**src/rtl/jt6295_rom_arb.sv**
```systemverilog
// jt6295_rom_arb
// Shares the external sample ROM port between the phrase-table reader and the
// four ADPCM channel fetchers. Each requester owns a one-byte tag/data cache,
// so repeated reads of the same address never touch the ROM. The table reader
// has fixed priority; channels are served round-robin.
module jt6295_rom_arb #(
    parameter int AW     = 18,   // ROM byte address width
    parameter int HW     = 10,   // phrase table address width (zero-extended to AW)
    parameter int SETTLE = 1     // cycles rom_ok is ignored after rom_addr changes, 0..3
) (
    input  logic              clk,
    input  logic              rst,
    // phrase table reader
    input  logic              hdr_cs,
    input  logic [HW-1:0]     hdr_addr,
    output logic [7:0]        hdr_data,
    output logic              hdr_ok,
    // channel fetchers
    input  logic [3:0]        ch_cs,
    input  logic [4*AW-1:0]   ch_addr,
    output logic [4*8-1:0]    ch_data,
    output logic [3:0]        ch_ok,
    // external ROM
    output logic [AW-1:0]     rom_addr,
    output logic              rom_cs,
    input  logic [7:0]        rom_data,
    input  logic              rom_ok
);

    localparam int NREQ = 5;
    localparam int HDR  = 4;   // requester index of the table reader

    typedef enum logic {
        ST_IDLE,
        ST_WAIT
    } state_t;

    // Requester views: index 0..3 are channels, 4 is the table reader
    logic [NREQ-1:0]         req_cs;
    logic [NREQ-1:0][AW-1:0] req_addr;

    // Cache state
    logic [NREQ-1:0][AW-1:0] tag_q;
    logic [NREQ-1:0][7:0]    data_q;
    logic [NREQ-1:0]         valid_q;
    logic [NREQ-1:0]         hit;
    logic [NREQ-1:0]         pending;

    // Fetch FSM state
    state_t                  state_q, state_d;
    logic [2:0]              gnt_q, gnt_d;
    logic [AW-1:0]           rom_addr_q, rom_addr_d;
    logic                    rom_cs_q, rom_cs_d;
    logic [1:0]              settle_q, settle_d;
    logic [1:0]              rr_q, rr_d;
    logic                    capture;

    // Arbitration result for the current cycle
    logic [2:0]              pick;
    logic                    ch_found;
    logic [1:0]              rr_idx;

    assign req_cs             = {hdr_cs, ch_cs};
    assign req_addr[HDR]      = {{(AW-HW){1'b0}}, hdr_addr};

    generate
        for (genvar gi = 0; gi < 4; gi++) begin : g_ch_map
            assign req_addr[gi]       = ch_addr[AW*gi +: AW];
            assign ch_data[8*gi +: 8] = data_q[gi];
            assign ch_ok[gi]          = req_cs[gi] & hit[gi];
        end
    endgenerate

    // Hit/pending per requester; ok follows the live address so it drops as soon as addr moves
    generate
        for (genvar gi = 0; gi < NREQ; gi++) begin : g_hit
            assign hit[gi]     = valid_q[gi] && (tag_q[gi] == req_addr[gi]);
            assign pending[gi] = req_cs[gi] & ~hit[gi];
        end
    endgenerate

    assign hdr_data = data_q[HDR];
    assign hdr_ok   = req_cs[HDR] & hit[HDR];
    assign rom_addr = rom_addr_q;
    assign rom_cs   = rom_cs_q;

    // Arbiter: table reader first, otherwise first pending channel from the rr pointer upward
    always_comb begin
        pick     = 3'(HDR);
        ch_found = 1'b0;
        rr_idx   = rr_q;
        if (!pending[HDR]) begin
            for (int i = 0; i < 4; i++) begin
                rr_idx = rr_q + 2'(i);
                if (!ch_found && pending[rr_idx]) begin
                    ch_found = 1'b1;
                    pick     = {1'b0, rr_idx};
                end
            end
        end
    end

    // Fetch FSM next-state: one IDLE cycle per grant, then WAIT until a settled rom_ok
    always_comb begin
        state_d    = state_q;
        gnt_d      = gnt_q;
        rom_addr_d = rom_addr_q;
        rom_cs_d   = rom_cs_q;
        settle_d   = settle_q;
        rr_d       = rr_q;
        capture    = 1'b0;
        case (state_q)
            ST_IDLE: begin
                if (|pending) begin
                    gnt_d      = pick;
                    rom_addr_d = req_addr[pick];
                    rom_cs_d   = 1'b1;
                    settle_d   = 2'(SETTLE);
                    state_d    = ST_WAIT;
                    if (pick != 3'(HDR)) begin
                        rr_d = pick[1:0] + 2'd1;
                    end
                end
            end
            ST_WAIT: begin
                // rom_ok may still reflect the previous address right after rom_addr moved
                if (settle_q != 2'd0) begin
                    settle_d = settle_q - 2'd1;
                end else if (rom_ok) begin
                    capture  = 1'b1;
                    rom_cs_d = 1'b0;
                    state_d  = ST_IDLE;
                end
            end
            default: begin
                state_d  = ST_IDLE;
                rom_cs_d = 1'b0;
            end
        endcase
    end

    // Fetch FSM registers
    always_ff @(posedge clk) begin
        if (rst) begin
            state_q    <= ST_IDLE;
            gnt_q      <= 3'd0;
            rom_addr_q <= '0;
            rom_cs_q   <= 1'b0;
            settle_q   <= 2'd0;
            rr_q       <= 2'd0;
        end else begin
            state_q    <= state_d;
            gnt_q      <= gnt_d;
            rom_addr_q <= rom_addr_d;
            rom_cs_q   <= rom_cs_d;
            settle_q   <= settle_d;
            rr_q       <= rr_d;
        end
    end

    // Cache fill: the latched fetch address is cached even if the requester has moved on
    always_ff @(posedge clk) begin
        if (rst) begin
            tag_q   <= '0;
            data_q  <= '0;
            valid_q <= '0;
        end else begin
            for (int k = 0; k < NREQ; k++) begin
                if (capture && gnt_q == 3'(k)) begin
                    tag_q[k]   <= rom_addr_q;
                    data_q[k]  <= rom_data;
                    valid_q[k] <= 1'b1;
                end
            end
        end
    end

endmodule

```
**config.mk**
```make
export PLATFORM = sky130hd
export DESIGN_NAME = jt6295_rom_arb
export DESIGN_NICKNAME = d
export VERILOG_FILES = /design/src/rtl/jt6295_rom_arb.sv
export SDC_FILE = /design/constraint.sdc
export NUM_CORES = 1
export LEC_CHECK = 0
export CAP_MARGIN = 40
export CORE_ASPECT_RATIO = 1.1
export CORE_MARGIN = 3
export CORE_UTILIZATION = 47
export DETAILED_ROUTE_END_ITERATION = 10
export DONT_BUFFER_PORTS = 1
export PLACE_DENSITY = 0.63
export SYNTH_ARGS = -nofsm -noshare
export SYNTH_HDL_FRONTEND = slang
export SYNTH_SLANG_ARGS = --single-unit
```
**constraint.sdc**
```tcl
create_clock -name clk -period 8.85 [get_ports clk]
set_clock_uncertainty 0.05 [all_clocks]
set_input_delay 2.2125 -clock clk [delete_from_list [all_inputs] [get_ports clk]]
set_output_delay 2.2125 -clock clk [all_outputs]
set_load 0.02 [all_outputs]
```
# Yosys cells after proc, flatten, opt, wreduce, memory -nomap -nowiden
# Cells that the tools add are included.
[op_classes]
add_sub_neg = 5
n_lt_le_gt_ge = 5
n_eq_ne = 14
mux = 35
bitwise = 16
reduce_logical = 23
[ops]
columns = ["op", "n"]
rows = [
  ["$eq A18 B18 Y1", 4],
  ["$bmux W18 S3", 1],
  ["$mux W1", 19],
  ["$eq A18 B10 Y1", 1],
  ["$mux W18", 1],
  ["$lt A2 B4 Y1 const B", 4],
  ["$mux W3", 5],
  ["$logic_and A1 B1 Y1", 13],
  ["$and A1 B1 Y1", 10],
  ["$bmux W1 S2", 4],
  ["$eq A3 B2 Y1 const B", 2],
  ["$ne A2 B2 Y1 const B", 3],
  ["$not A1 Y1", 6],
  ["$reduce_and A3 Y1", 2],
  ["$reduce_or A5 Y1", 1],
  ["$add A2 B1 Y2 const B", 2],
  ["$add A2 B2 Y2 const B", 2],
  ["$lt A3 B4 Y1 const B", 1],
  ["$mux W2", 2],
  ["$pmux W1 S2", 2],
  ["$pmux W2 S2", 1],
  ["$reduce_and A2 Y1", 2],
  ["$eq A3 B1 Y1 const B", 1],
  ["$eq A3 B3 Y1 const B", 1],
  ["other kinds (6)", 8],
]
[word_totals]
regBits = 162
input_bits = 98
out_inout_bits = 64

# Depth between registers and ports, before layout
# Gate-level depths: netlist of the first run.
[logic_depth]
ltp_word = 22
mapped_depth = 14
mapped_depth_nobuf = 13

# Worst setup path before layout of the first run
# No wires, ideal clock.
[synth_path]
path_kind = "input port to output port"
from = "in ch_addr[50]"
to = "out ch_ok[2]"
arrival_ps = 3483
required_time_ps = 6588
path_slack_ps = 3105
path_stages = 4
n_path_buf = 0
path_cell_list = "xnor2_1 nand4_1 or4_4 nor3_1"
[synth_via]
elab_chain_len = 3
[synth_rtl]
columns = ["item", "line", "rtl"]
rows = [
  ["start: declaration", "20", "input logic [4*AW-1:0] ch_addr,"],
  ["$eq A18 B18 Y1", "77", "assign hit[gi] = valid_q[gi] && (tag_q[gi] == req_addr[gi]);"],
  ["$logic_and A1 B1 Y1", "77", ""],
  ["$and A1 B1 Y1", "70", "assign ch_ok[gi] = req_cs[gi] & hit[gi];"],
  ["end: declaration", "22", "output logic [3:0] ch_ok,"],
]
# Every way passes these cells.

# Worst setup path in the final report of the first run
[layout_path]
from = "in ch_addr[40]"
to = "out ch_ok[2]"
# The elaborated chain is that of the path after synthesis.

==> run_results.csv, run 1 <==
group,metric,value,unit
run_status,outcome,"finished clean",
synthesis,yosysSeqAreaShare,0.4336,
routing,vias,6308,
clocking,cts_sinks,162,
sta,rsz0062_at_grt,"no",
routing,drt_iter0_markers,558,
clocking,ctsResizeCount,0,
sta,slew_viol_final,0,
worst_setup_path,r2r_setup_slack,4810,ps
global_route,grt_pass1_vias,5961,
clocking,ctsHtreeMaxLevel,4,
synthesis,postSynthCellCount,914,
worst_setup_path,crit_path_start_kind,"input port",
global_route,track_usage,0.2718,
routing,antenna_left,0,
worst_setup_path,worstPathArrival,3790,ps
worst_setup_path,critical_path.max_fanout,2,
synthesis,synthDistinctLibCells,52,
sta,fmax,0.1653,GHz
final_layout,num_antenna_cells,0,
clocking,clock_latency,430,ps
clocking,cts_setup_buffers,0,
clocking,cts_made_buffers,17,
synthesis,synthArstFlopShare,0,
routing,detail_route.wl_per_cell,21.84,µm
synthesis,synthesis.nets,1014,
power,power,1.693,mW
synthesis,synth_top_area_share,0.4336,
worst_setup_path,worstPathRequired,6590,ps
clocking,cts_hold_buffers,0,
global_route,antenna_found_initial,0,
sta,period_needed,6049,ps
floorplanning,row_count,47,
synthesis,yosysTopAreaCell,"dfxtp_1",
sta,finalSetupViolCount,0,
placement,dp_slack,2812,ps
sta,relSlewSlack,0.3661,
global_route,grt_overflow,0,
final_layout,seq_area,3243,µm²
run,drv_cap,0,
clocking,clockRootBuffer,"clkbuf_16",
routing,vias_per_cell,5.724,
global_route,grt_pass1_wl,36260,µm
placement,portBuffers,0,
worst_setup_path,regToRegEndpoint,"rr_q[0]",
final_layout,final_common_cell,"nand2_1",
floorplanning,start_util,0.4873,
placement,dp_hpwl,16960,µm
final_layout,nFillCells,1460,
sta,finalHoldViolCount,0,
worst_hold_path,min-delay-start,"tag_q[86]",
final_layout,area_growth,10.39,%
worst_setup_path,crit-reg2reg-launch,"tag_q[35]",
synthesis,synth-edff-count,0,
final_layout,multi_input_area,3976,µm²
power,vdd_ir_drop_max,0.1384,mV
routing,dr.pass1.iters,5,
routing,drt-total-wl,24070,µm
power,power.leakage,2.767,nW
final_layout,mostFrequentLayoutCells,"277 x nand2_1, 162 x dfxtp_1, 144 x a21oi_1, 59 x xnor2_1, 29 x nor2_1",
power,power.density,205.0,nW/µm²
worst_setup_path,critPathKind,"in2out",
worst_setup_path,r2r_cells,12,
sta,worstMarginPinSlew,947.4,ps
worst_hold_path,worst_hold_path_type,"reg2reg",
floorplanning,fp.dieW,126.3,µm
final_layout,drive_gt1_frac,0.07726,
worst_setup_path,worstSetupEndpointType,"output port",
synthesis,yosysWarnings,0,
sta,period_share,0.6835,
floorplanning,die_h,138.3,µm
synthesis,synthTopCellsByArea,"dfxtp_1 43%, nand2_1 14%, a21oi_1 9.6%, xnor2_1 6.9%, mux2i_1 3.1%",
synthesis,synth.cell_area,7480,µm²
worst_hold_path,hold_depth,2,
synthesis,yosys_most_used_dff,"dfxtp_1",
global_route,grt_max_degree,157,
final_layout,fin_nets,993,
floorplanning,ios,162,
placement,place_congestion,0.8805,
routing,drc_errors,0,
clocking,cts_buffer_depth,2,
sta,setup_tns,0,ps
clocking,tritoncts,"built",
clocking,path_clk_slew,60,ps
floorplanning,fp.coreArea,15350,µm²
synthesis,avgSynthCellArea,8.183,µm²
synthesis,ys_ff_latch,162,
sta,setup_ws,2801,ps
worst_hold_path,worstHoldEndpoint,"tag_q[86]",
floorplanning,die-area,17470,µm²
## where the power goes
group	switching, mW	internal, mW	total, mW
combinational	0.0801	0.0615	0.142
clock	0.301	0.457	0.758
sequential	0.0477	0.746	0.794
total	0.428	1.26	1.69
## cells in the mapped netlist, types with 2 or more instances
master / n
ha_1: 2
buf_2: 3
nor4_1: 7
nor3_1: 9
nand4_1: 20
inv_1: 11
dfxtp_1: 162
buf_1: 3
o21ai_0: 4
nor2b_1: 2
o21ai_1: 9
and3_1: 2
or3_1: 2
clkbuf_1: 41
a22o_1: 8
nand3_1: 8
nor2_1: 30
xor2_1: 23
nand2_1: 277
a32o_1: 10
a21oi_1: 144
a31o_2: 2
nor4b_1: 2
nand3b_1: 12
xnor2_1: 59
a31oi_1: 2
buf_6: 5
mux2i_1: 23
mux4_2: 8
o21ai_2: 2
## area by class of cell
class                   instances  share of cell area
flip-flops and latches        162              0.3928
multi-input cells             687              0.4816
clock buffers                  22             0.05622
inverters                      12            0.006365
repair buffers                 13             0.01728
clock inverters                10             0.01606
well taps                     196             0.02970
## how the worst max path moves through the flow
stage | startpoint | cells after the start | endpoint | slack, ps
floorplan | ch_addr[50] | 4 | ch_ok[2] | 3100
finish | ch_addr[40] | 4 | ch_ok[2] | 2800
CTS | ch_addr[40] | 4 | ch_ok[2] | 2800
global placement | ch_addr[40] | 4 | ch_ok[2] | 2840
detailed placement | ch_addr[40] | 4 | ch_ok[2] | 2810
global route | ch_addr[70] | 4 | ch_ok[3] | 2750
## worst max-delay path, stage by stage
cell	delay, ps
xnor2_1	220
nand4_1	160
or4_4	580
nor3_1	620
## routing by layer
metal  wire length, µm  GRT usage
met5                 0          0
met4               745     0.1078
met3              2092    0.08063
met2             11530     0.4340
met1              9702     0.3455
## logic make-up after synthesis
family	share of synthesized area
xor+xnor	0.09602
simple gates	0.2165
flops	0.4336
buf+inv	0.03964
compound gates	0.1561
mux	0.05487
fa+ha+maj	0.003345
## registers in the layout (all words and copies together) (netlist names), 2 cells and up
name      flops
hdr_data      8
valid_q       5
settle_q      2
gnt_q         3
ch_data      32
rom_addr     18
tag_q        90
rr_q          2
## through the flow
step             util  std cells  area (µm²)  hold WS (ps)
2_1_floorplan       -        914        7480         381.9
3_3_place_gp   0.4942       1066        7585         388.6
3_5_place_dp   0.4991       1070        7660         396.3
4_1_cts        0.5379       1102        8257         404.8
5_1_grt        0.5379       1102        8257         419.6
6_report       0.5379       1102        8257         408.9
Note: power is estimated with default switching activity, not from simulation.
==> run 2, diff against run 1 <==
==> constraint.sdc (replaced) <==
create_clock -name clk -period 5.85 [get_ports clk]
set_clock_uncertainty 0.05 [all_clocks]
set_input_delay 1.4625 -clock clk [delete_from_list [all_inputs] [get_ports clk]]
set_output_delay 1.4625 -clock clk [all_outputs]
set_load 0.02 [all_outputs]
==> run 2 against run 1 <==
Net effect: flip-flop and latch count unchanged; core utilization decreased by 0.37 points; first-iteration DRC count increased by 5.7%; global-route usage increased by 0.23 points; via count increased by 0.57%; worst setup slack got worse by 1400 ps; final area decreased by 0.68%; sequential power increased by 51%; hold slack got worse by 1.4 ps; combinational power increased by 44%; non-clock buffer count decreased by 1; critical endpoint unchanged; largest cell class unchanged; largest power group unchanged.
==> run_results.csv, run 2 (same netlist as run 1, synthesis figures left out) <==
group,metric,value,unit
run_status,outcome,"finished clean",
sta,finalHoldViolCount,0,
power,p_seq_frac,0.482,
final_layout,area_growth,9.635,%
routing,drt_iter0_markers,590,
power,clkPwrFrac,0.437,
final_layout,largest_register,"tag_q",
sta,slew_viol_final,0,
sta,rsz0062_at_grt,"no",
placement,portBuffers,0,
floorplanning,fp.coreArea,15350,µm²
routing,dr_wl_met3,2449,µm
worst_setup_path,regToRegEndpoint,"rom_addr[1]",
final_layout,final_common_cell,"nand2_1",
placement,dp_hpwl,17150,µm
run,drv_cap,0,
clocking,tritoncts,"built",
worst_setup_path,r2r_cells,10,
power,p_int,1.850,mW
final_layout,nFillCells,1467,
worst_setup_path,worstSetupEndpointType,"output port",
worst_setup_path,critical_path.max_fanout,3,
global_route,grt_pass1_wl,36710,µm
final_layout,largest_reg_flops,90,
clocking,ctsResizeCount,0,
floorplanning,die-area,17470,µm²
clocking,cts_sinks,162,
floorplanning,fp.dieW,126.3,µm
floorplanning,row_count,47,
final_layout,mostFrequentLayoutCells,"277 x nand2_1, 162 x dfxtp_1, 144 x a21oi_1, 59 x xnor2_1, 29 x nor2_1",
clocking,clock_latency,420,ps
power,p_sw_frac,0.2584,
routing,dr.pass1.iters,5,
clocking,ctsHtreeMaxLevel,4,
global_route,grt_max_degree,157,
final_layout,final-instance-count-excl-fill,1101,
routing,detail_route.wl_per_cell,21.99,µm
global_route,grt_pass1_vias,6164,
global_route,grt_overflow,0,
routing,drt-total-wl,24210,µm
clocking,path_clk_slew,60,ps
routing,vias_per_cell,5.762,
final_layout,multi_input_area,3976,µm²
sta,relSlewSlack,0.4287,
routing,highest_layer,"met4",
worst_setup_path,worstPathArrival,2910,ps
clocking,clockRootBuffer,"clkbuf_16",
worst_setup_path,crit_path_start_kind,"input port",
final_layout,fin_util,0.5343,
final_layout,drive_gt1_frac,0.07624,
clocking,cts_made_buffers,17,
floorplanning,start_util,0.4873,
clocking,cts_hold_buffers,0,
global_route,antenna_found_initial,0,
worst_hold_path,worstHoldEndpoint,"tag_q[88]",
routing,wl_met1,9292,µm
sta,finalSetupViolCount,0,
power,power.density,304.1,nW/µm²
routing,antenna_left,0,
worst_hold_path,hold_depth,2,
sta,period_share,0.7558,
placement,place_congestion,0.8491,
power,pwr-share-comb,0.082,
clocking,cts_setup_buffers,0,
worst_setup_path,r2r_setup_slack,2470,ps
worst_setup_path,worstPathRequired,4340,ps
worst_setup_path,critPathKind,"in2out",
sta,holdWs,407.5,ps
global_route,track_usage,0.2741,
sta,period_needed,4421,ps
power,switchingPower,644.5,µW
final_layout,seq_area,3243,µm²
power,power.leakage,2.726,nW
sta,worstMarginPinSlew,857.0,ps
power,vdd_ir_drop_max,0.2432,mV
worst_setup_path,crit-reg2reg-launch,"tag_q[82]",
sta,setup_tns,0,ps
worst_hold_path,min-delay-start,"tag_q[88]",
final_layout,fin_nets,992,
clocking,cts_buffer_depth,2,
worst_hold_path,worst_hold_path_type,"reg2reg",
floorplanning,ios,162,
routing,drc_errors,0,
routing,vias,6344,
placement,post-place-cells,1069,
sta,fmax,0.2262,GHz
floorplanning,die_h,138.3,µm
routing,met2_wirelength,11780,µm
final_layout,num_antenna_cells,0,
-- run 2: cell count changes in the layout (fill, tap and decap cells not counted), sizes merged --
cell	delta
clkbuf	-2
clkinvlp	+2
inv	+2
buf	-1
bufinv	-1
clkinv	-1
-- run 2: power groups by stage --
stage / combinational [mW] / sequential, mW / clock, mW
2_1_floorplan: 0.182 / 1.19 / 0
3_3_place_gp: 0.198 / 1.23 / 0
3_5_place_dp: 0.201 / 1.23 / 0
4_1_cts: 0.202 / 1.20 / 1.11
5_1_grt: 0.223 / 1.20 / 1.16
6_report: 0.204 / 1.20 / 1.09
-- run 2: worst max path at each step --
stage          endpoint        start  cells past startpoint
5_1_grt        ch_ok[3]  ch_addr[70]                      4
6_report       ch_ok[2]  ch_addr[53]                      4
2_1_floorplan  ch_ok[2]  ch_addr[50]                      4
3_3_place_gp    rr_q[0]  ch_addr[35]                     12
3_5_place_dp    rr_q[0]  ch_addr[35]                     12
4_1_cts        ch_ok[2]  ch_addr[52]                      4
-- run 2: per-stage QoR --
step / cell area (µm²) / setup WS (ps) / power, mW
after detailed placement: 7630 / 1424 / 1.427
after global placement: 7585 / 1430 / 1.424
after global routing: 8200 / 1281 / 2.582
final: 8200 / 1429 / 2.494
after CTS: 8200 / 1426 / 2.510
after floorplan: 7480 / 1605 / 1.377
-- run 2: area by class of cell --
cell class / count / share of cell area
repair buffers: 12 / 0.01373
flip-flops and latches: 162 / 0.3955
multi-input cells: 687 / 0.4849
clock buffers: 20 / 0.05325
inverters: 12 / 0.006408
clock inverters: 12 / 0.01633
well taps: 196 / 0.02991
-- run 2: worst max-delay path, stage by stage --
cell and delay, ps:
xor2_1 150, nor3_1 530, inv_1 200, nor3_1 570
-- run 2: per-layer routing --
metal / up-vias / GRT usage
li1: 3056 / -
met5: - / 0
met4: 0 / 0.09881
met3: 45 / 0.1034
met2: 256 / 0.4522
met1: 2987 / 0.3263
==> run 3, diff against run 2 <==
--- a/config.mk
+++ b/config.mk
@@ -11,7 +11,7 @@
 export CORE_UTILIZATION = 47
 export DETAILED_ROUTE_END_ITERATION = 10
 export DONT_BUFFER_PORTS = 1
-export PLACE_DENSITY = 0.63
+export PLACE_DENSITY = 0.65
 export SYNTH_ARGS = -nofsm -noshare
 export SYNTH_HDL_FRONTEND = slang
 export SYNTH_SLANG_ARGS = --single-unit
==> constraint.sdc (replaced) <==
create_clock -name clk -period 4 [get_ports clk]
set_clock_uncertainty 0.05 [all_clocks]
set_input_delay 1 -clock clk [delete_from_list [all_inputs] [get_ports clk]]
set_output_delay 1 -clock clk [all_outputs]
set_load 0.02 [all_outputs]
==> run 3 against run 2 <==
Net effect: sequential share of layout area decreased by 0.17 points; sequential power increased by 46%; clock-buffer cell count decreased by 2; die area unchanged; flip-flop and latch count unchanged; via count increased by 1.0%; register-to-register slack got worse by 1700 ps; clock power increased by 36%; wire length increased by 0.18%; total power increased by 42%; first-iteration DRC count increased by 7.5%; non-clock buffer count increased by 9; critical path type unchanged; largest cell class unchanged.
==> run_results.csv, run 3 (same netlist as run 1, synthesis figures left out) <==
group,metric,value,unit
worst_setup_path,r2r_setup_slack,780,ps
power,pwr-share-comb,0.088,
sta,fmax,0.2822,GHz
floorplanning,die_h,138.3,µm
final_layout,num_antenna_cells,0,
final_layout,largest_reg_flops,90,
final_layout,finalInstanceArea,8237,µm²
global_route,grt_pass1_vias,6168,
clocking,cts_made_buffers,17,
worst_setup_path,crit_path_start_kind,"input port",
placement,place_congestion,0.8928,
routing,drt_iter0_markers,634,
power,vdd_ir_drop_max,0.2965,mV
clocking,cts_sinks,162,
routing,drt-total-wl,24250,µm
worst_setup_path,worstPathRequired,2950,ps
clocking,cts_buffer_depth,2,
sta,relSlewSlack,0.4983,
routing,vias_per_cell,5.774,
worst_setup_path,worstPathArrival,2490,ps
sta,setup_tns,0,ps
worst_setup_path,r2r_cells,10,
worst_setup_path,crit-reg2reg-launch,"tag_q[54]",
floorplanning,die-area,17470,µm²
routing,detail_route.wl_per_cell,21.85,µm
worst_hold_path,worst_hold_path_type,"reg2reg",
clocking,tritoncts,"built",
floorplanning,ios,162,
global_route,track_usage,0.2743,
run_status,outcome,"finished clean",
final_layout,area_growth,10.12,%
placement,placed_area,7707,µm²
worst_setup_path,crit_chain,"xnor2_1 > nand4_1 > or4_4 > nor3_1 > buf_4",
worst_setup_path,max_stage_delay,570,ps
power,p_sw_frac,0.2684,
routing,dr.pass1.iters,5,
global_route,grt_overflow,0,
final_layout,drive_gt1_frac,0.08862,
sta,finalSetupViolCount,0,
routing,antenna_left,0,
global_route,grt_max_degree,157,
power,p_int,2.596,mW
floorplanning,fp.dieW,126.3,µm
power,switchingPower,952.3,µW
worst_setup_path,worstSetupEndpointType,"output port",
worst_setup_path,cp_slowest_cell,"or4_4",
clocking,ctsHtreeMaxLevel,4,
worst_hold_path,hold_depth,2,
sta,slew_viol_final,0,
sta,finalHoldViolCount,0,
clocking,clockRootBuffer,"clkbuf_16",
sta,rsz0062_at_grt,"no",
sta,period_share,0.8858,
placement,dp_hpwl,17400,µm
clocking,clock_latency,430,ps
sta,holdWs,406.4,ps
final_layout,largest_register,"tag_q",
global_route,grt_pass1_wl,37030,µm
sta,period_needed,3543,ps
power,p_seq_frac,0.494,
clocking,cts_hold_buffers,0,
power,power.density,430.8,nW/µm²
worst_hold_path,min-delay-start,"tag_q[84]",
power,power.leakage,2.765,nW
floorplanning,fp.coreArea,15350,µm²
placement,portBuffers,0,
clocking,path_clk_slew,60,ps
floorplanning,start_util,0.4873,
routing,vias,6409,
clocking,cts_setup_buffers,0,
run,drv_cap,0,
worst_setup_path,critPathKind,"in2out",
floorplanning,row_count,47,
worst_hold_path,worstHoldEndpoint,"tag_q[84]",
worst_setup_path,regToRegEndpoint,"rom_addr[7]",
worst_setup_path,critical_path.max_fanout,2,
global_route,antenna_found_initial,0,
final_layout,final_common_cell,"nand2_1",
final_layout,mostFrequentLayoutCells,"277 x nand2_1, 162 x dfxtp_1, 144 x a21oi_1, 59 x xnor2_1, 29 x nor2_1",
power,clkPwrFrac,0.418,
clocking,ctsResizeCount,0,
routing,drc_errors,0,
sta,worstMarginPinSlew,751.0,ps
final_layout,fin_nets,1001,
-- run 3: how the worst max path moves through the flow --
stage,startpoint,endpoint
4_1_cts,ch_addr[50],ch_ok[2]
6_report,ch_addr[50],ch_ok[2]
2_1_floorplan,ch_addr[26],rr_q[1]
3_5_place_dp,ch_addr[17],rom_addr[7]
3_3_place_gp,ch_addr[17],rom_addr[7]
5_1_grt,ch_addr[50],ch_ok[2]
-- run 3: power by group through the flow --
stage               logic, mW  registers [mW]  clock network [mW]
floorplan               0.266            1.75                   0
global placement        0.307            1.79                   0
detailed placement      0.312            1.79                   0
CTS                     0.313            1.75                1.50
global route            0.341            1.76                1.56
finish                  0.314            1.75                1.48
-- run 3: final cells by class --
type,count,area [µm²]
flip-flops and latches,162,3243
fillers,1466,7112
multi-input cells,687,3976
clock buffers,18,439.2
inverters,12,52.55
clock inverters,14,90.09
repair buffers,21,190.2
well taps,196,245.2
-- run 3: metrics by stage --
| stage | instances | utilization | setup slack [ps] | power [mW] |
|---|---|---|---|---|
| 6_report | 1110 | 0.5366 | 456.9 | 3.549 |
| 2_1_floorplan | 914 | - | 573.3 | 2.014 |
| 3_5_place_dp | 1078 | 0.5022 | 138.4 | 2.100 |
| 5_1_grt | 1110 | 0.5366 | 393.6 | 3.657 |
| 4_1_cts | 1110 | 0.5366 | 480.6 | 3.565 |
| 3_3_place_gp | 1077 | 0.5012 | 129.1 | 2.096 |
-- run 3: routing by layer --
layer / wire length (µm) / vias to the layer above / track usage
met2: 11830 / 284 / 0.4556
met4: 663 / 0 / 0.09260
li1: - / 3072 / -
met1: 9257 / 3011 / 0.3247
met5: 0 / - / 0
met3: 2501 / 42 / 0.1069
-- run 3: critical path, delay by kind of cell --
family | cells | cell delay (ps)
buffers and inverters | 1 | 210
xor gates and xnor gates | 1 | 260
and+or+nand+nor | 3 | 1010
